===== src/rtl/if_id_skid_regs.sv =====
// IF/ID boundary register with a two-entry skid buffer.
// Head slot H drives decode; skid slot S catches the one extra fetch that
// can arrive while decode stalls, so in_ready comes straight from a register.
module if_id_skid_regs #(
   parameter int                     INSTR_WIDTH = 32,
   parameter int                     DATA_WIDTH  = 64,
   parameter logic [INSTR_WIDTH-1:0] NOP_INSTR   = 32'h00000013,
   parameter int                     CNT_WIDTH   = 16
) (
   input  logic                   clk,
   input  logic                   reset,
   input  logic                   flush,
   input  logic                   in_valid,
   output logic                   in_ready,
   input  logic [DATA_WIDTH-1:0]  pc_in,
   input  logic [INSTR_WIDTH-1:0] instruction_in,
   output logic                   out_valid,
   input  logic                   out_ready,
   output logic [DATA_WIDTH-1:0]  pc_out,
   output logic [INSTR_WIDTH-1:0] instruction_out,
   output logic [CNT_WIDTH-1:0]   bubble_cnt
);

   typedef enum logic [1:0] {
      ST_EMPTY = 2'd0,
      ST_ONE   = 2'd1,
      ST_FULL  = 2'd2
   } state_t;

   state_t                 r_state;
   state_t                 w_state_nxt;
   logic [DATA_WIDTH-1:0]  r_h_pc;
   logic [INSTR_WIDTH-1:0] r_h_instr;
   logic [DATA_WIDTH-1:0]  r_s_pc;
   logic [INSTR_WIDTH-1:0] r_s_instr;
   logic [CNT_WIDTH-1:0]   r_bubble_cnt;

   logic w_in_ready;
   logic w_out_valid;
   logic w_accept;
   logic w_pop;
   logic w_load_h_in;
   logic w_load_h_s;
   logic w_load_s;

   // Handshake flags decoded from registered occupancy only
   assign w_in_ready  = (r_state != ST_FULL);
   assign w_out_valid = (r_state != ST_EMPTY);
   assign w_accept    = in_valid & w_in_ready;
   assign w_pop       = w_out_valid & out_ready;

   // Occupancy state register
   always_ff @(posedge clk) begin
      if (reset) r_state <= ST_EMPTY;
      else       r_state <= w_state_nxt;
   end

   // Next occupancy and slot load selects; flush overrides everything
   always_comb begin
      w_state_nxt = r_state;
      w_load_h_in = 1'b0;
      w_load_h_s  = 1'b0;
      w_load_s    = 1'b0;
      case (r_state)
         ST_EMPTY: begin
            if (w_accept) begin
               w_state_nxt = ST_ONE;
               w_load_h_in = 1'b1;
            end
         end
         ST_ONE: begin
            if (w_accept && w_pop) begin
               w_load_h_in = 1'b1;
            end else if (w_accept) begin
               w_state_nxt = ST_FULL;
               w_load_s    = 1'b1;
            end else if (w_pop) begin
               w_state_nxt = ST_EMPTY;
            end
         end
         ST_FULL: begin
            if (w_pop) begin
               w_state_nxt = ST_ONE;
               w_load_h_s  = 1'b1;
            end
         end
         default: w_state_nxt = ST_EMPTY;
      endcase
      if (flush) begin
         w_state_nxt = ST_EMPTY;
         w_load_h_in = 1'b0;
         w_load_h_s  = 1'b0;
         w_load_s    = 1'b0;
      end
   end

   // Payload slots; flush leaves them alone since outputs are masked
   always_ff @(posedge clk) begin
      if (reset) begin
         r_h_pc    <= '0;
         r_h_instr <= '0;
         r_s_pc    <= '0;
         r_s_instr <= '0;
      end else begin
         if (w_load_h_in) begin
            r_h_pc    <= pc_in;
            r_h_instr <= instruction_in;
         end else if (w_load_h_s) begin
            r_h_pc    <= r_s_pc;
            r_h_instr <= r_s_instr;
         end
         if (w_load_s) begin
            r_s_pc    <= pc_in;
            r_s_instr <= instruction_in;
         end
      end
   end

   // Saturating count of cycles in which decode saw a bubble
   always_ff @(posedge clk) begin
      if (reset)
         r_bubble_cnt <= '0;
      else if (!w_out_valid && (r_bubble_cnt != {CNT_WIDTH{1'b1}}))
         r_bubble_cnt <= r_bubble_cnt + 1'b1;
   end

   assign in_ready        = w_in_ready;
   assign out_valid       = w_out_valid;
   assign pc_out          = w_out_valid ? r_h_pc : '0;
   assign instruction_out = w_out_valid ? r_h_instr : NOP_INSTR;
   assign bubble_cnt      = r_bubble_cnt;

endmodule

===== config.mk =====
export PLATFORM = sky130hd
export DESIGN_NAME = if_id_skid_regs
export DESIGN_NICKNAME = d
export VERILOG_FILES = /design/src/rtl/if_id_skid_regs.sv
export SDC_FILE = /design/constraint.sdc
export NUM_CORES = 1
export LEC_CHECK = 0
export ABC_AREA = 1
export CAP_MARGIN = 20
export CORE_MARGIN = 1.5
export CORE_UTILIZATION = 50
export CTS_CLUSTER_DIAMETER = 120
export DETAILED_ROUTE_END_ITERATION = 10
export PLACE_DENSITY = 0.8
export SLEW_MARGIN = 20
export SYNTH_ARGS = -nofsm -noshare
export SYNTH_HDL_FRONTEND = slang
export SYNTH_SLANG_ARGS = --single-unit

===== constraint.sdc =====
create_clock -name clk -period 2 [get_ports clk]
set_clock_uncertainty 0.05 [all_clocks]
set_input_delay 0.4 -clock clk [delete_from_list [all_inputs] [get_ports clk]]
set_output_delay 0.4 -clock clk [all_outputs]
set_load 0.03 [all_outputs]

==> impl_metrics.yaml, run 1 <==
run_status:
  status: "complete, but fails checks"
  failed_checks: "negative setup slack"
clocking:
  cts_tree: "done"
  clock-sinks: 210
  clk_pin_slew_worst_paths_ns: 0.06
  root_buffer: "clkbuf_16"
  cts-buffers-inserted: 23
  clock_latency_ns: 0.49
  cts_buffer_depth: 3
  htreeDepth: 1
floorplan:
  die_w_um: 138.0
  initial_core_util_pct: 50.94
  rows: 49
  core_area_um2: 17900
  io_pins: 215
  die_y_um: 138.0
  dieArea_um2: 19060
sta:
  fin_ws_ns: -0.1124
  hold_viol: 0
  post-route-min-period_ns: 2.112
  rsz0062_at_grt: "yes"
  setup_violations: 56
  fmax_ghz: 0.4734
  fin_crit_sh_pct: 105.6
  slew_headroom_pct: 58.36
  fin_tns_setup_ns: -3.277
  finalHoldWorstSlack_ns: 0.2464
  slew_viol_final: 0
  tightest_slew_ns: 0.6247
yosys:
  syn_avg_cell_area_um2: 6.913
  ys_warn_count: 0
  synth_fp_nets: 1421
  synth_seq_cells: 210
  synth_area_um2: 9119
  synth_cells: 1319
  ys_seq_area_share_pct: 46.10
  synthTopCellsByArea: "dfxtp_1, a21oi_1, o21ai_0"
  synth_top_area_share_pct: 46.10
  yosys.area.top_type: "dfxtp_1"
  synth_cell_types: 24
drt:
  drt_iter0_drc: 630
  drt-total-wl_um: 26730
  drtPass1Iterations: 5
  via_per_inst: 5.370
  drc: 0
  ant_nets: 0
  wire_per_inst_um: 15.23
  vias: 9424
pwr:
  vdd_drop_max_uv: 671.5
  leakage_nw: 4.776
  power_density_nw_per_um2: 735.1
global_routing:
  grt_start_max_net_pins: 77
  grt_pass1_vias: 8689
  antenna_found_initial: 0
  gr-total-overflow: 0
  grt_usage_pct: 25.79
  grt_pass1_wl_um: 42010
critical_path:
  arrival_ns: 1.66
  critPathLaunchType: "register"
  cp.required_ns: 1.55
  cp_max_fo: 8
  critPathKind: "reg2out"
  cp-end-kind: "primary output"
placed_design:
  place.port_buffers: 214
  hpwl_um: 16380
  routabilityCongestion: 0.8765
  pre_cts_ws_ns: -0.03580
  placed_area_um2: 11720
layout:
  drive_above_1_share_pct: 15.47
  utilization_pct: 71.19
  antenna_cells: 0
  design_area_um2: 12740
  nets: 1618
  regArea_um2: 4207
  syn_to_final_growth_pct: 39.76
  fillCellCount: 1426
  multiInputGateArea_um2: 3983
min_path:
  hold_class: "in2reg"
run:
  maxCapViolations: 0
## synth_stat cells, drive strengths merged
master	number
nand2	67
nor2	215
a21boi	1
nand3	102
dfxtp	210
nor3	2
o21ai	199
buf	17
nand4	5
a21oi	205
or2	3
xnor2	4
inv	206
ha	1
clkbuf	78
a22oi	1
xor2	2
a2111oi	1
## layer usage
metal	up-vias	routed length [µm]	part of all wire (%)	GRT usage [%]
met1	4418	11280	42	33.90
li1	4630	-	-	-
met3	37	1844	6.9	5.092
met4	0	553	2.1	8.809
met5	-	0	0	0
met2	339	13050	49	42.52
## cell usage in the layout, fill, tap and decap left out, drive strengths merged
cell type and instances:
clkdlybuf4s15 22, inv 206, xor2 2, clkinv 1, nand4 5, bufbuf 1
dlygate4sd2 16, clkdlybuf4s50 99, buf 123, nand2 67, dfxtp 210, a22oi 1
o21ai 199, a21boi 1, clkbuf 40, a21oi 205, or2 3, nand3 102
nor3 2, ha 1, a2111oi 1, nor2 215, xnor2 4
## path summary, 6_finish.rpt
check                                      end  slack, ns  cells after the start          start
worst max-delay path                pc_out[18]      -0.11                      7     r_state[0]
worst min-delay path             bubble_cnt[8]       0.25                      2          reset
worst max register to register  bubble_cnt[14]       0.18                      9  bubble_cnt[0]
worst min register to register      r_s_pc[45]       0.39                      2     r_s_pc[45]
## timing repair
item / in CTS / in global routing
pin swaps: 1 / 1
endpoints found under the setup margin: 111 / 104
hold buffers: 0 / 0
gates resized for setup: 429 / 176
buffers inserted: 6 / 3
cloned: 2 / 3
## sequential cells by signal (all words and copies together) (netlist names)
register    count
r_h_pc         64
r_s_pc         64
r_h_instr      32
r_s_instr      32
bubble_cnt     16
r_state         2
## final cells by class
cell class,count,share of cell area [%]
Clock inverter,1,0.03927
Timing Repair Buffer,267,22.08
Multi-Input combinational cell,808,31.25
Inverter,206,6.067
Sequential cell,210,33.01
Clock buffer,34,5.311
Tap cell,229,2.248
## per-stage QoR
step | std cells | total power [mW]
after global routing | 1755 | 9.729
after global placement | 1707 | 5.462
final | 1755 | 9.369
after detailed placement | 1707 | 5.486
after floorplan | 1319 | 4.982
after CTS | 1750 | 9.334
## power breakdown
| group | internal (mW) | leakage [nW] | switching [mW] |
|---|---|---|---|
| sequential | 4.31 | 1.71 | 0.0675 |
| clock | 2.30 | 0.336 | 1.55 |
| combinational | 0.511 | 2.73 | 0.619 |
| total | 7.13 | 4.78 | 2.24 |
## logic make-up after synthesis
| logic type | after synthesis | share of synthesized area, % |
|---|---|---|
| AOI/OAI and AO/OA | 407 | 22.52 |
| xor gates and xnor gates | 6 | 0.5763 |
| adders and majority gates | 1 | 0.1372 |
| buffers and inverters | 301 | 12.69 |
| DFF | 210 | 46.10 |
| and+or+nand+nor | 394 | 17.97 |
## worst max-delay path, cell delays in order (launching register included)
cell and delay (ns):
dfxtp_2 0.36, nor2_4 0.05, buf_12 0.13, buf_12 0.14, buf_12 0.13, buf_8 0.13, nor2_4 0.09, buf_6 0.13
Note: power is estimated with default switching activity, not from simulation.
==> run 2, diff against run 1 <==
==> constraint.sdc (replaced) <==
create_clock -name clk -period 2 [get_ports clk]
set_clock_uncertainty 0.05 [all_clocks]
set_input_delay 0.5 -clock clk [delete_from_list [all_inputs] [get_ports clk]]
set_output_delay 0.5 -clock clk [all_outputs]
set_load 0.03 [all_outputs]
==> impl_metrics.yaml, run 2 (same netlist as run 1, synthesis figures left out) <==
placed_design:
  hpwl_um: 16110
  pre_cts_ws_ns: -0.1616
  placed_area_um2: 11640
  place.port_buffers: 214
  routabilityCongestion: 0.8609
clocking:
  root_buffer: "clkbuf_16"
  cts_buffer_depth: 3
  clock-sinks: 210
  cts_tree: "done"
  hold_buffers: 0
  clock_latency_ns: 0.50
  htreeDepth: 1
  cts-buffers-inserted: 22
  clk_pin_slew_worst_paths_ns: 0.06
critical_path:
  crit_start: "r_state[1]"
  cp-end-kind: "primary output"
  reg2reg_depth: 10
  slowest_stage: "dfxtp_2"
  arrival_ns: 1.65
  reg2reg_setup_slack_ns: 0.22
  critPathKind: "reg2out"
  critPathLaunchType: "register"
  path_cells: "nor2_4, buf_12, buf_8, buf_8, buf_8, nor2_2, buf_6"
  crit_path_frequent_cell: "buf_8"
  reg2reg_to: "bubble_cnt[4]"
  cp.required_ns: 1.45
  cp_max_fo: 8
  cpPeakStageDelay_ns: 0.35
  reg2reg_from: "r_state[1]"
floorplan:
  die_w_um: 138.0
  dieArea_um2: 19060
  core_area_um2: 17900
  rows: 49
  initial_core_util_pct: 50.94
  io_pins: 215
  die_y_um: 138.0
drt:
  vias: 9522
  drt-total-wl_um: 27470
  drtPass1Iterations: 5
  drc: 0
  via_per_inst: 5.386
  wire_per_inst_um: 15.54
  drt_iter0_drc: 579
  ant_nets: 0
pwr:
  vdd_drop_max_uv: 592.1
  power_density_nw_per_um2: 756.7
  total_power_mw: 9.795
  leakage_nw: 4.908
sta:
  tightest_slew_ns: 0.5390
  rsz0062_at_grt: "yes"
  post-route-min-period_ns: 2.205
  hold_viol: 0
  fin_crit_sh_pct: 110.2
  setup_violations: 96
  slew_headroom_pct: 64.07
  slew_viol_final: 0
  finalHoldWorstSlack_ns: 0.3946
  fin_ws_ns: -0.2048
  fmax_ghz: 0.4536
layout:
  utilization_pct: 72.30
  antenna_cells: 0
  top_regs: "r_h_pc x64, r_s_pc x64"
  nets: 1628
  design_area_um2: 12940
  syn_to_final_growth_pct: 41.95
  layout_common_cells: "dfxtp_1, a21oi_1, inv_1, o21ai_0, nor2_1"
  layout_commonest_cell: "dfxtp_1"
  drive_above_1_share_pct: 16.76
min_path:
  hold_class: "reg2reg"
  whs_path_depth: 2
  min_to: "r_s_instr[7]"
  hold_start: "r_s_instr[7]"
global_routing:
  gr-total-overflow: 0
  grt_start_max_net_pins: 111
  grt_usage_pct: 26.29
  grt_pass1_wl_um: 42600
  antenna_found_initial: 0
  grt_pass1_vias: 8694
run:
  maxCapViolations: 0
run_status:
  failed_checks: "negative setup slack"
  status: "complete, but fails checks"
-- run 2: cell count changes in the layout (fill, tap and decap cells not counted), moves of 2 or more --
cell             change
nor2_4              +16
clkdlybuf4s15_2     -22
nor2_2               -8
bufinv_16            +2
buf_8                +2
clkbuf_1             -2
buf_12               -2
buf_4               +11
nor2_1               -8
clkbuf_2             -2
buf_6               +12
buf_2               +11
-- run 2: critical path: cells and delay by family, from the launching register on --
kind                   cells  cell delay [ns]
buffers and inverters      5             0.66
flip-flops                 1             0.35
AND/OR/NAND/NOR            2             0.15
-- run 2: where the power goes --
part / internal [mW] / switching [mW]
combinational: 0.531 / 0.644
clock: 2.57 / 1.67
sequential: 4.31 / 0.0680
total: 7.41 / 2.38
-- run 2: layout make-up --
cell class                 instances  area, µm²
timing repair buffer             278       2846
inverter                         206      773.2
tap                              229      286.5
clock buffer                      32      669.4
multi-input combinational        808       4080
sequential                       210       4207
fill                            1414       4959
clock inverter                     5      81.33
-- run 2: what timing repair did --
action                                  CTS  global route
resized for setup                       306           168
endpoints found under the setup margin  112           104
pin swaps                                 2             2
gates cloned                              2             3
buffers inserted                          6             7
-- run 2: per-stage QoR --
stage | std cells | setup TNS, ns
2_1_floorplan | 1319 | 0
3_3_place_gp | 1713 | -16.11
3_5_place_dp | 1713 | -20.75
4_1_cts | 1758 | -13.16
5_1_grt | 1768 | -14.40
6_report | 1768 | -10.46
-- run 2: how the worst max path moves through the flow --
stage                                      to  slack (ns)  cells after the start
after floorplan           instruction_out[10]        0.10                      4
after global placement             r_h_pc[25]       -0.12                      9
after detailed placement        r_h_instr[22]       -0.16                      8
after CTS                          pc_out[13]       -0.22                      6
after global routing               pc_out[62]       -0.25                      7
final                      instruction_out[3]       -0.20                      7
-- run 2: layer usage --
metal / vias up / global-route usage [%] / part of all wire (%)
met4: 0 / 9.751 / 3.4
met2: 383 / 43.28 / 48
met3: 65 / 5.334 / 6.9
li1: 4637 / - / -
met1: 4437 / 34.20 / 42
met5: - / 0 / 0
